`src/rtl/rd_tag_pipe.sv`:
```
// RD_LAT-deep valid/address delay line that tracks reads in flight so
// returning RAM data can be matched to the address that produced it.
module rd_tag_pipe #(
  parameter int AW     = 5,
  parameter int RD_LAT = 1
) (
  input  logic          clk_i,
  input  logic          rst_i,
  input  logic          vld_i,
  input  logic [AW-1:0] addr_i,
  output logic          vld_o,
  output logic [AW-1:0] addr_o
);

  logic [RD_LAT-1:0] vld_q;
  logic [AW-1:0]     addr_q [RD_LAT];

  always_ff @(posedge clk_i or posedge rst_i) begin
    if (rst_i) begin
      vld_q <= '0;
      for (int i = 0; i < RD_LAT; i++) addr_q[i] <= '0;
    end else begin
      vld_q[0]  <= vld_i;
      addr_q[0] <= addr_i;
      for (int i = 1; i < RD_LAT; i++) begin
        vld_q[i]  <= vld_q[i-1];
        addr_q[i] <= addr_q[i-1];
      end
    end
  end

  assign vld_o  = vld_q[RD_LAT-1];
  assign addr_o = addr_q[RD_LAT-1];

endmodule

```
`config.mk`:
```
export PLATFORM = sky130hd
export DESIGN_NAME = rd_tag_pipe
export DESIGN_NICKNAME = d
export VERILOG_FILES = /design/src/rtl/rd_tag_pipe.sv
export SDC_FILE = /design/constraint.sdc
export NUM_CORES = 1
export LEC_CHECK = 0
export ABC_AREA = 1
export BUFFER_PORTS_ARGS = -buffer_cell sky130_fd_sc_hd__buf_2
export CAP_MARGIN = 20
export CORE_AREA = 2 2 39 41
export CTS_BUF_LIST = sky130_fd_sc_hd__clkbuf_2
export CTS_CLUSTER_SIZE = 20
export DETAILED_ROUTE_END_ITERATION = 6
export DIE_AREA = 0 0 41 43
export GPL_TIMING_DRIVEN = 1
export HOLD_SLACK_MARGIN = 0.12
export SYNTH_ARGS = -nofsm -noshare
export SYNTH_HDL_FRONTEND = slang
export SYNTH_SLANG_ARGS = --single-unit
```
`constraint.sdc`:
```
create_clock -name clk_i -period 0.8 [get_ports clk_i]
set_input_delay 0.24 -clock clk_i [delete_from_list [all_inputs] [get_ports clk_i]]
set_output_delay 0.24 -clock clk_i [all_outputs]
set_load 0.01 [all_outputs]
```
==> results of run 1 <==
## flip-flops by register name, indices dropped and copies added (netlist names)
register / count
addr_o: 5
vld_o: 1
## stage by stage
stage	worst slack [ns]	TNS [ns]	hold WS (ns)
3_3_place_gp	0.0825	0	0.152
2_1_floorplan	0.184	0	0.0310
5_1_grt	-0.205	-1.12	0.120
6_report	-0.150	-0.814	0.143
4_1_cts	-0.174	-0.952	0.122
3_5_place_dp	0.0777	0	0.157
## worst max-delay path by stage
stage,start,end,slack [ns],cells past startpoint
2_1_floorplan,addr_o[0],addr_o[0],0.18,0
3_3_place_gp,addr_o[3],addr_o[3],0.08,1
3_5_place_dp,addr_o[3],addr_o[3],0.08,1
4_1_cts,addr_o[3],addr_o[3],-0.17,1
5_1_grt,addr_o[3],addr_o[3],-0.21,1
6_report,addr_o[3],addr_o[3],-0.15,1
## report_power, final
group	internal (mW)	leakage (nW)	switching, mW
Clock	0.101	0.0125	0.0966
Sequential	0.319	0.0699	0.00377
Combinational	0.0412	0.0795	0.0263
Total	0.462	0.162	0.127
## cell type report
class / count / area, um^2 / area share (%)
timing repair buffer: 18 / 121 / 39.1
clock buffer: 3 / 15.0 / 4.84
inverter: 1 / 3.75 / 1.21
tap: 16 / 20.0 / 6.45
sequential: 6 / 150 / 48.4
## logic make-up (layout without fill, tap and decap cells)
family                 count (synthesis)  count (layout)  share of synthesized area (%)
DFF                                    6               6                           97.6
buffers and inverters                  1              22                           2.44
## per-layer routing
metal | wire length [um] | vias to the layer above | part of all wire, %
li1 | - | 62 | -
met2 | 114 | 14 | 33
met1 | 144 | 55 | 41
met4 | 0 | 0 | 0
met3 | 92 | 0 | 26
met5 | 0 | - | 0
## synth_stat cells
cell type and count:
inv_1 1, dfrtp_1 6
## timing repair
item | CTS | global route
gates resized for setup | 0 | 1
cloned | 0 | 0
endpoints found under the hold margin | 8 | 2
hold buffers | 3 | 2
endpoints found under the setup margin | 6 | 6
==> flow_metrics.env, run 1 <==
export IMPL_busiest_layer="met1"
export IMPL_core_um2=1380
export IMPL_avgSynthCellArea_um2=22.0
export IMPL_cts_buffers=3
export IMPL_cts_root_buffer="clkbuf_2"
export IMPL_setup_viol=6
export IMPL_final_common_cell="buf_2"
export IMPL_ant_nets=0
export IMPL_min_to="addr_o[2]"
export IMPL_wl_per_cell_um=7.95
export IMPL_synthToLayoutAreaGrowth_pct=102
export IMPL_drv_cap=0
export IMPL_drtIter0Drc=1
export IMPL_hold_start="addr_i[2]"
export IMPL_min_period_ns=0.950
export IMPL_synth_top_area_share_pct=97.6
export IMPL_gr_usage_met2_pct=4.69
export IMPL_fmax_mhz=1050
export IMPL_die_w_um=41
export IMPL_wl_um=350
export IMPL_synthTopCellsByArea="dfrtp_1 (98%), inv_1 (2.4%)"
export IMPL_totalPowerFinal_mw=0.588
export IMPL_utilization_pct=22.4
export IMPL_cpLargestDelayFamily="flip-flops"
export IMPL_dp_cells=36
export IMPL_ys_ff_latch=6
export IMPL_violations="negative setup slack"
export IMPL_start_util_pct=11.1
export IMPL_die_h_um=43
export IMPL_slew_headroom_pct=85.9
export IMPL_leakage_nw=0.162
export IMPL_clkTransAtPathRegs_ns=0.06
export IMPL_nNetsFinal=38
export IMPL_ios=14
export IMPL_n_antenna_cell=0
export IMPL_crit_path_start_kind="flop"
export IMPL_fin_ws_ns=-0.150
export IMPL_max_stage_delay_ns=0.36
export IMPL_num_fill_cells=153
export IMPL_mostFrequentLayoutCells="buf_2 (12), dfrtp_1 (6), dlygate4sd3_1 (5)"
export IMPL_grtUsageTotal_pct=5.45
export IMPL_grt_overflow_total=0
export IMPL_portBuffers=13
export IMPL_cts_htree_levels=1
export IMPL_worst_slew_pin_slew_ns=0.211
export IMPL_crit_path_end_kind="primary output"
export IMPL_path_cells="buf_2"
export IMPL_p_per_area_nw_per_um2=1900
export IMPL_gp_congestion=0.628
export IMPL_gr_usage_met1_pct=6.56
export IMPL_grt_pass1_vias=135
export IMPL_dr_pass1_iters=2
export IMPL_synth_largest_area_cell="dfrtp_1"
export IMPL_hold_viol_final=0
export IMPL_drive_gt1_share_pct=57.1
export IMPL_vias=131
export IMPL_vias_per_cell=2.98
export IMPL_crit_type="reg2out"
export IMPL_met3_usage_pct=5.24
export IMPL_syn_instance_count=7
export IMPL_grt_pass1_wl_um=531
export IMPL_die_area_um2=1760
export IMPL_cp_required_ns=0.56
export IMPL_cts_buffer_depth=2
export IMPL_multiInputGateArea_um2=0
export IMPL_status="finished, violations left"
export IMPL_cp_buffers_inverters=1
export IMPL_placed_cell_area_um2=239
export IMPL_cts_setup_buffers=0
export IMPL_grt_max_degree=7
export IMPL_syn_area_um2=154
export IMPL_nMultiInputCombCells=0
export IMPL_worst_path_max_fanout=1
export IMPL_fin_area_um2=310
export IMPL_placementRows=14
export IMPL_ys_types=2
export IMPL_hold_depth=1
export IMPL_yosysWarningCount=0
export IMPL_rsz0062_at_grt="yes"
export IMPL_timing_final_crit_share_pct=119
export IMPL_min_path_type="in2reg"
export IMPL_cts_tree="yes"
export IMPL_timing_final_max_slew_violations=0
export IMPL_finalNonFillerCells=44
export IMPL_clock_sinks=6
export IMPL_slowest_stage="dfrtp_1"
export IMPL_drc=0
export IMPL_grt_antenna_before_repair=0
export IMPL_yosysSeqAreaShare_pct=97.6
export IMPL_peakVddDrop_mv=0.350
export IMPL_syn_num_nets=15
export IMPL_critPathArrivalTime_ns=0.71
Note: power is estimated with default switching activity, not from simulation.
==> run 2, diff against run 1 <==
--- a/config.mk
+++ b/config.mk
@@ -15,6 +15,7 @@
 export DIE_AREA = 0 0 41 43
 export GPL_TIMING_DRIVEN = 1
 export HOLD_SLACK_MARGIN = 0.12
+export SETUP_SLACK_MARGIN = 0.3
 export SYNTH_ARGS = -nofsm -noshare
 export SYNTH_HDL_FRONTEND = slang
 export SYNTH_SLANG_ARGS = --single-unit
==> run 2 against run 1 <==
The run ends with negative hold slack, negative setup slack left; setup slack gained 0.0047 ns; global-route usage grew 0.20 points; critical endpoint unchanged; highest routed layer unchanged; utilization shrank 3.6 points; sequential share of layout area grew 9.3 points; clock power is essentially flat; first-iteration DRC count is the same.
==> flow_metrics.env, run 2 (synthesis gave the netlist of run 1 again) <==
export IMPL_endpoint="addr_o[3]"
export IMPL_violations="negative hold slack, negative setup slack"
export IMPL_ant_nets=0
export IMPL_peakVddDrop_mv=0.339
export IMPL_totalPowerFinal_mw=0.571
export IMPL_cp_required_ns=0.56
export IMPL_grtUsageTotal_pct=5.66
export IMPL_grt_antenna_before_repair=0
export IMPL_dr_pass1_iters=2
export IMPL_crit_cells=1
export IMPL_nNetsFinal=33
export IMPL_dp_cells=36
export IMPL_core_um2=1380
export IMPL_power_switching_mw=0.125
export IMPL_num_fill_cells=154
export IMPL_timing_final_max_slew_violations=0
export IMPL_cts_htree_levels=1
export IMPL_leakage_nw=0.141
export IMPL_finalNonFillerCells=39
export IMPL_grt_max_degree=7
export IMPL_fin_ws_ns=-0.146
export IMPL_status="finished, violations left"
export IMPL_final_common_cell="buf_2"
export IMPL_p_per_area_nw_per_um2=2190
export IMPL_hold_viol_final=6
export IMPL_fin_area_um2=260
export IMPL_tns_ns=-0.814
export IMPL_dp_slack_ns=0.0777
export IMPL_drv_cap=0
export IMPL_grt_overflow_total=0
export IMPL_clkTransAtPathRegs_ns=0.06
export IMPL_p_seq_share_pct=56.5
export IMPL_nMultiInputCombCells=0
export IMPL_rsz0062_at_grt="yes"
export IMPL_n_antenna_cell=0
export IMPL_p_sw_share_pct=21.9
export IMPL_intPower_mw=0.446
export IMPL_cts_buffer_depth=2
export IMPL_path_cells="buf_2"
export IMPL_crit_path_end_kind="primary output"
export IMPL_synthToLayoutAreaGrowth_pct=69.1
export IMPL_worst_slew_pin_slew_ns=0.210
export IMPL_crit_path_start_kind="flop"
export IMPL_die_w_um=41
export IMPL_vias=117
export IMPL_die_area_um2=1760
export IMPL_worst_path_max_fanout=1
export IMPL_cts_tree="yes"
export IMPL_gp_congestion=0.628
export IMPL_drtIter0Drc=1
export IMPL_min_path_type="in2async"
export IMPL_placementRows=14
export IMPL_grt_pass1_wl_um=545
export IMPL_clock_sinks=6
export IMPL_crit_path_start="addr_o[3]"
export IMPL_wl_per_cell_um=9.26
export IMPL_critPathArrivalTime_ns=0.71
export IMPL_pwr_share_clk_pct=34.8
export IMPL_start_util_pct=11.1
export IMPL_multiInputGateArea_um2=0
export IMPL_ios=14
export IMPL_drc=0
export IMPL_portBuffers=13
export IMPL_grt_pass1_vias=137
export IMPL_cpLargestDelayFamily="flip-flops"
export IMPL_register_area_um2=150
export IMPL_drive_gt1_share_pct=69.6
export IMPL_timing_final_crit_share_pct=118
export IMPL_setup_viol=6
export IMPL_cts_buffers=3
export IMPL_crit_type="reg2out"
export IMPL_hold_slack_ns=-0.0788
export IMPL_cts_root_buffer="clkbuf_2"
export IMPL_slowest_stage="dfrtp_1"
export IMPL_slew_headroom_pct=86.0
export IMPL_mostFrequentLayoutCells="buf_2 (12), dfrtp_1 (6), clkbuf_2 (3)"
export IMPL_cts_setup_buffers=0
export IMPL_fmax_mhz=1060
export IMPL_cp_buffers_inverters=1
export IMPL_die_h_um=43
export IMPL_min_period_ns=0.946
export IMPL_placed_cell_area_um2=239
export IMPL_wl_um=361
export IMPL_largest_reg_flops=5
export IMPL_max_stage_delay_ns=0.36
export IMPL_pwr_share_comb_pct=8.7
export IMPL_vias_per_cell=3.00
run 2: metrics by stage:
step	util, %	hold WS (ns)
floorplan	-	0.0310
global placement	17.3	0.152
detailed placement	17.3	0.157
CTS	18.4	-0.0879
global route	18.8	-0.0822
finish	18.8	-0.0788
run 2: how the worst min path moves through the flow:
stage	startpoint	endpoint	slack (ns)	depth (start not counted)
final	rst_i	addr_o[3]	-0.08	2
after detailed placement	rst_i	addr_o[0]	0.16	2
after CTS	rst_i	addr_o[3]	-0.09	2
after global routing	rst_i	addr_o[0]	-0.08	2
after floorplan	rst_i	addr_o[0]	0.03	1
after global placement	rst_i	vld_o	0.15	2
run 2: timing repair:
action / in CTS / in global routing
gates resized for setup: 0 / 1
hold endpoints to repair: 8 / 10
setup endpoints to repair: 6 / 6
run 2: layer usage:
metal / wire length [um] / GRT usage (%) / vias to the layer above / share of wire, %
met2: 111 / 4.69 / 14 / 31
met1: 158 / 6.23 / 51 / 44
met3: 91 / 6.81 / 0 / 25
met4: 0 / 6.00 / 0 / 0
li1: - / - / 52 / -
met5: 0 / 0 / - / 0
run 2: cell type report:
cell class	instances	area share, %
clock buffers	3	5.77
repair buffers	13	27.4
well taps	16	7.69
inverters	1	1.44
flip-flops and latches	6	57.7
run 2: power by group through the flow:
stage	Combinational (mW)	Sequential, mW	Clock [mW]
2_1_floorplan	0.00484	0.337	0
3_3_place_gp	0.0466	0.328	0
3_5_place_dp	0.0482	0.328	0
4_1_cts	0.0482	0.322	0.215
5_1_grt	0.0558	0.324	0.239
6_report	0.0495	0.323	0.199
